<file path="src/rtl/fpu_issue_stage.sv">
// Issue/writeback stage in front of the fixed-point unit: request FIFO, IDLE/EXEC/WB sequencer, held writeback.
// Optional watchdog enabled by defining FPU_ISSUE_TIMEOUT_EN.
module fpu_issue_stage #(
    parameter int unsigned WIDTH    = 32,
    parameter int unsigned DEPTH    = 4,
    parameter int unsigned RD_WIDTH = 5,
    parameter int unsigned TIMEOUT  = 64
) (
    input  logic                clk,
    input  logic                reset,
    input  logic                in_valid,
    output logic                in_ready,
    input  logic [1:0]          in_operation,
    input  logic [WIDTH-1:0]    in_operand_1,
    input  logic [WIDTH-1:0]    in_operand_2,
    input  logic [RD_WIDTH-1:0] in_rd,
    output logic [WIDTH-1:0]    fpu_operand_1,
    output logic [WIDTH-1:0]    fpu_operand_2,
    output logic [1:0]          fpu_operation,
    input  logic [WIDTH-1:0]    fpu_result,
    input  logic                fpu_ready,
    output logic                wb_valid,
    input  logic                wb_ready,
    output logic [RD_WIDTH-1:0] wb_rd,
    output logic [WIDTH-1:0]    wb_result,
    output logic                wb_error
);

    localparam logic [1:0] FPU_ADD = 2'b00;

    localparam int unsigned PTR_W  = $clog2(DEPTH);
    localparam int unsigned CNT_W  = PTR_W + 1;
    localparam int unsigned EXEC_W = $clog2(TIMEOUT + 1);
    localparam logic [CNT_W-1:0] FULL = CNT_W'(DEPTH);

    typedef enum logic [1:0] {IDLE, EXEC, WB} state_t;

    state_t state, state_next;

    logic [1:0]          mem_op [DEPTH];
    logic [WIDTH-1:0]    mem_a  [DEPTH];
    logic [WIDTH-1:0]    mem_b  [DEPTH];
    logic [RD_WIDTH-1:0] mem_rd [DEPTH];

    logic [PTR_W-1:0]  rd_ptr, wr_ptr;
    logic [CNT_W-1:0]  count;
    logic [EXEC_W-1:0] exec_cnt;
    logic              push, pop, capture, timeout;

    assign in_ready = (count != FULL);
    assign push     = in_valid && in_ready;
    assign wb_valid = (state == WB);
    // exec_cnt == 0 marks the settle cycle, where a combinational fpu_ready may still be stale
    assign capture  = (state == EXEC) && (exec_cnt != '0) && fpu_ready;
    assign pop      = capture || timeout;

`ifdef FPU_ISSUE_TIMEOUT_EN
    // Fires on the edge where exec_cnt would reach TIMEOUT, so EXEC lasts exactly TIMEOUT cycles
    assign timeout = (state == EXEC) && !capture && (exec_cnt == EXEC_W'(TIMEOUT - 1));

    always_ff @(posedge clk) begin
        if (reset) begin
            wb_error <= 1'b0;
        end else if (timeout) begin
            wb_error <= 1'b1;
        end else if (wb_valid && wb_ready) begin
            wb_error <= 1'b0;
        end
    end
`else
    assign timeout  = 1'b0;
    assign wb_error = 1'b0;
`endif

    always_comb begin
        state_next    = state;
        fpu_operand_1 = '0;
        fpu_operand_2 = '0;
        fpu_operation = FPU_ADD;
        case (state)
            IDLE: if (count != '0) state_next = EXEC;
            EXEC: begin
                fpu_operand_1 = mem_a[rd_ptr];
                fpu_operand_2 = mem_b[rd_ptr];
                fpu_operation = mem_op[rd_ptr];
                if (pop) state_next = WB;
            end
            WB:      if (wb_ready) state_next = IDLE;
            default: state_next = IDLE;
        endcase
    end

    always_ff @(posedge clk) begin
        if (push) begin
            mem_op[wr_ptr] <= in_operation;
            mem_a[wr_ptr]  <= in_operand_1;
            mem_b[wr_ptr]  <= in_operand_2;
            mem_rd[wr_ptr] <= in_rd;
        end
    end

    always_ff @(posedge clk) begin
        if (reset) begin
            state     <= IDLE;
            rd_ptr    <= '0;
            wr_ptr    <= '0;
            count     <= '0;
            exec_cnt  <= '0;
            wb_result <= '0;
            wb_rd     <= '0;
        end else begin
            state <= state_next;
            if (push) wr_ptr <= wr_ptr + 1'b1;
            if (pop)  rd_ptr <= rd_ptr + 1'b1;
            case ({push, pop})
                2'b10:   count <= count + 1'b1;
                2'b01:   count <= count - 1'b1;
                default: count <= count;
            endcase
            if (state != EXEC) begin
                exec_cnt <= '0;
            end else if (exec_cnt != '1) begin
                exec_cnt <= exec_cnt + 1'b1;
            end
            if (capture) begin
                wb_result <= fpu_result;
                wb_rd     <= mem_rd[rd_ptr];
            end else if (timeout) begin
                wb_result <= '0;
                wb_rd     <= mem_rd[rd_ptr];
            end
        end
    end

endmodule

</file>
<file path="config.mk">
export PLATFORM = sky130hd
export DESIGN_NAME = fpu_issue_stage
export DESIGN_NICKNAME = d
export VERILOG_FILES = /design/src/rtl/fpu_issue_stage.sv
export SDC_FILE = /design/constraint.sdc
export NUM_CORES = 1
export LEC_CHECK = 0
export BUFFER_PORTS_ARGS = -buffer_cell sky130_fd_sc_hd__clkbuf_2
export CORE_MARGIN = 2
export CORE_UTILIZATION = 56
export CTS_CLUSTER_DIAMETER = 150
export CTS_CLUSTER_SIZE = 20
export DETAILED_ROUTE_END_ITERATION = 12
export PLACE_DENSITY = 0.79
export SETUP_SLACK_MARGIN = 0.05
export SLEW_MARGIN = 10
export SYNTH_ARGS = -nofsm -noshare
export SYNTH_HDL_FRONTEND = slang
export SYNTH_SLANG_ARGS = --single-unit
</file>
<file path="constraint.sdc">
create_clock -name clk -period 4.2 [get_ports clk]
set_input_delay 0.42 -clock clk [delete_from_list [all_inputs] [get_ports clk]]
set_output_delay 0.42 -clock clk [all_outputs]
set_load 0.01 [all_outputs]
</file>
==> summary.txt <==
Status
  • Run status: completed

Timing
  • Worst-Margin Slew: 1070 ps
  • Clock Skews: 16.2 ps
  • Sum of negative setup slack: 0 ps
  • Min Hold Slack: 113 ps
  • Final setup viols: 0
  • Count of final hold-check violations: 0
  • Crit path time final: 3000 ps
  • Period utilization: 71.4%
  • Fmax: 333 MHz
  • Slew HR: 28.9%
  • Slew Viols, Final: 0
  • RSZ-0062 raised after global routing: no

Drt
  • Via/cell ratio: 5.46
  • Met3 WL: 2.17 mm
  • Post-Route WL: 24.5 mm
  • Met1 Wirelength: 9.89 mm
  • Met2 wire length: 11.9 mm
  • Routed Antenna Nets: 0
  • DRC viols: 0
  • Average wire per standard cell: 19.6 um
  • Via count: 6842
  • First DRT Iteration DRCs: 469
  • Highest routed layer: met5
  • Pre-antenna DRT Iters: 4

Synthesis
  • Register bit total from synthesis: 339
  • Syn. warnings: 0
  • Post-Syn Area: 13300 um2
  • Main synth FF type: edfxtp_1
  • Synth area leaders: edfxtp_1, mux4_2, dfxtp_1
  • Avg Cell Area, Syn: 18.3 um2
  • Post-synth top cells: edfxtp_1, mux4_2, nand2_1
  • Post-synth EDFFs: 284
  • Synth cell types: 48
  • Synth area leader: edfxtp_1
  • Cells after Synth: 724
  • Post-synth ARST share: 0%
  • Yosys top cell area share: 64.3%
  • Post-Syn Nets: 840
  • Sequential fraction of the synthesis area: 72.6%
  • Top-count cell post-synth: edfxtp_1

Critical path
  • Worst Setup Path Type: register to output port
  • Highest-delay cell along the critical path: dfxtp_4
  • Worst setup EP type: output port
  • Register-to-Register Setup Slack: 1660 ps
  • Worst r2r path cells: 9
  • Critical Path Max Stage Delay: 760 ps
  • WP data required: 3780 ps
  • Critical path arrival: 2580 ps
  • R2r endpoint: count[2]
  • CP Launch Type: register
  • CP cell instances: buf_4 -> mux4_2 -> and2_1 -> clkbuf_2
  • Worst Setup EP: fpu_operand_2[18]
  • CP Max Fanout: 31
  • Reg-to-reg startpoint: exec_cnt[0]

Floorplanning
  • Ports: 214
  • Die area: 24900 um2
  • Core region area: 23400 um2
  • Die width: 158 um
  • Std cell rows: 56
  • Die Y: 158 um
  • Initial core utilization: 56.7%

Clocking
  • Num CTS Buffers: 20
  • Post-CTS Setup Repair Bufs: 0
  • Post-CTS sizing: 0
  • Reg clk slew, reported paths: 90 ps
  • CTS tree: built
  • CTS root buf: clkbuf_16
  • Clk Latency, worst-skew pair: 520 ps
  • CTS Hold Bufs: 0
  • Clock Sinks: 339
  • H-Tree Depth: 1
  • Clk buf depth: 3

Power and ir drop
  • Combinational share of power: 8.9%
  • Power per cell area: 413 nW/um2
  • Internal: 4.90 mW
  • Clock network power share: 29.8%
  • Seq pwr share: 61.3%
  • Sw Ratio: 21.5%
  • NetSw: 1.34 mW
  • Lkg Pwr: 5.29 nW
  • Post-layout power: 6.24 mW
  • Peak supply drop: 320 uV

Finish
  • Area Growth Syn to Fin: 13.7%
  • Final Non-Filler Cells: 1253
  • Fraction of layout cells with a size suffix above 1: 35.7%
  • Nets: 1043

GRT
  • GRT Overall Usage: 19.5%
  • Initial antenna violation count: 3
  • Largest net degree at the start of global routing: 67
  • Number of global-route vias before repair: 6979
  • First-pass GRT wire length: 37.0 mm
  • GRT overflow: 0

Min path
  • HP Class: input pin to register

Place
  • Dpl cells: 1224
  • Hpwl dp: 15.4 mm
  • GP Congestion: 0.774
  • I/O Buffers: 212

Job
  • # Max-Cap Violations: 0
## through the flow
stage               instance area, um2  setup slack [ps]  utilization, %
floorplan                        13300              1190               -
global placement                 14500              1670            62.1
detailed placement               14500              1640            62.1
CTS                              15100              1090            64.5
global route                     15100               983            64.5
finish                           15100              1200            64.5
## cell families after synthesis
family                     share of synthesized area (%)
DFF                                                 72.6
AOI/OAI and AO/OA                                   1.73
adders and majority gates                          0.811
and+or+nand+nor                                     7.24
muxes                                               14.8
xor gates and xnor gates                           0.132
buffers and inverters                               2.71
other                                             0.0283
## cell type report
class	instances	area [um2]
Antenna cell	1	2.50
Inverter	8	30.0
Fill cell	1681	8310
Clock buffer	27	527
Timing Repair Buffer	225	1160
Sequential cell	339	9640
Clock inverter	1	16.3
Tap cell	319	399
Multi-Input combinational cell	333	3320
## layout by cell type, fill, tap and decap left out, drive strengths merged, types with 4 or more instances in the layout
| cell type | instances |
|---|---|
| a21oi | 9 |
| a31oi | 4 |
| and2 | 66 |
| and3 | 7 |
| buf | 13 |
| clkbuf | 239 |
| dfxtp | 55 |
| edfxtp | 284 |
| ha | 7 |
| inv | 8 |
| mux2i | 33 |
| mux4 | 71 |
| nand2 | 68 |
| nand3 | 10 |
| nand4 | 6 |
| nor2 | 7 |
| nor2b | 4 |
| nor3 | 4 |
| o211ai | 5 |
| o21ai | 4 |
| o311ai | 5 |
## sequential cells by signal, summed over array words and instances (netlist names), named ones only
| name | flops |
|---|---|
| mem_a | 128 |
| mem_b | 128 |
| wb_result | 32 |
| mem_rd | 20 |
| mem_op | 8 |
| exec_cnt | 7 |
| wb_rd | 5 |
| count | 3 |
| rd_ptr | 2 |
| state | 2 |
| wr_ptr | 2 |
## worst min-delay path by stage
| stage | start | end | slack, ps | depth (start not counted) |
|---|---|---|---|---|
| final | in_operand_1[23] | mem_a[2][23] | 110 | 1 |
| after global routing | in_operand_2[30] | mem_b[3][30] | 100 | 1 |
| after CTS | in_operand_1[9] | mem_a[0][9] | 100 | 1 |
| after detailed placement | wb_result[27] | wb_result[27] | 450 | 2 |
| after global placement | wb_result[28] | wb_result[28] | 440 | 2 |
| after floorplan | count[2] | count[2] | 470 | 2 |
## power groups by stage
stage | Combinational, mW | Sequential, mW | Clock, mW
6_report | 0.554 | 3.82 | 1.86
5_1_grt | 0.609 | 3.84 | 2.01
4_1_cts | 0.565 | 3.83 | 1.91
3_5_place_dp | 0.561 | 3.90 | 0
3_3_place_gp | 0.550 | 3.89 | 0
2_1_floorplan | 0.329 | 3.89 | 0
## critical path: cells and delay by family, from the launching register on
kind,cells,cell delay [ps]
flops,1,760
simple gates,1,180
mux,1,560
buf+inv,2,570
## routing by layer
layer / vias to the layer above / track usage (%)
met5: - / 0
met4: 4 / 4.46
met3: 39 / 6.30
met2: 221 / 33.4
met1: 3378 / 24.5
li1: 3200 / -
(Power assumes the default switching activity.)
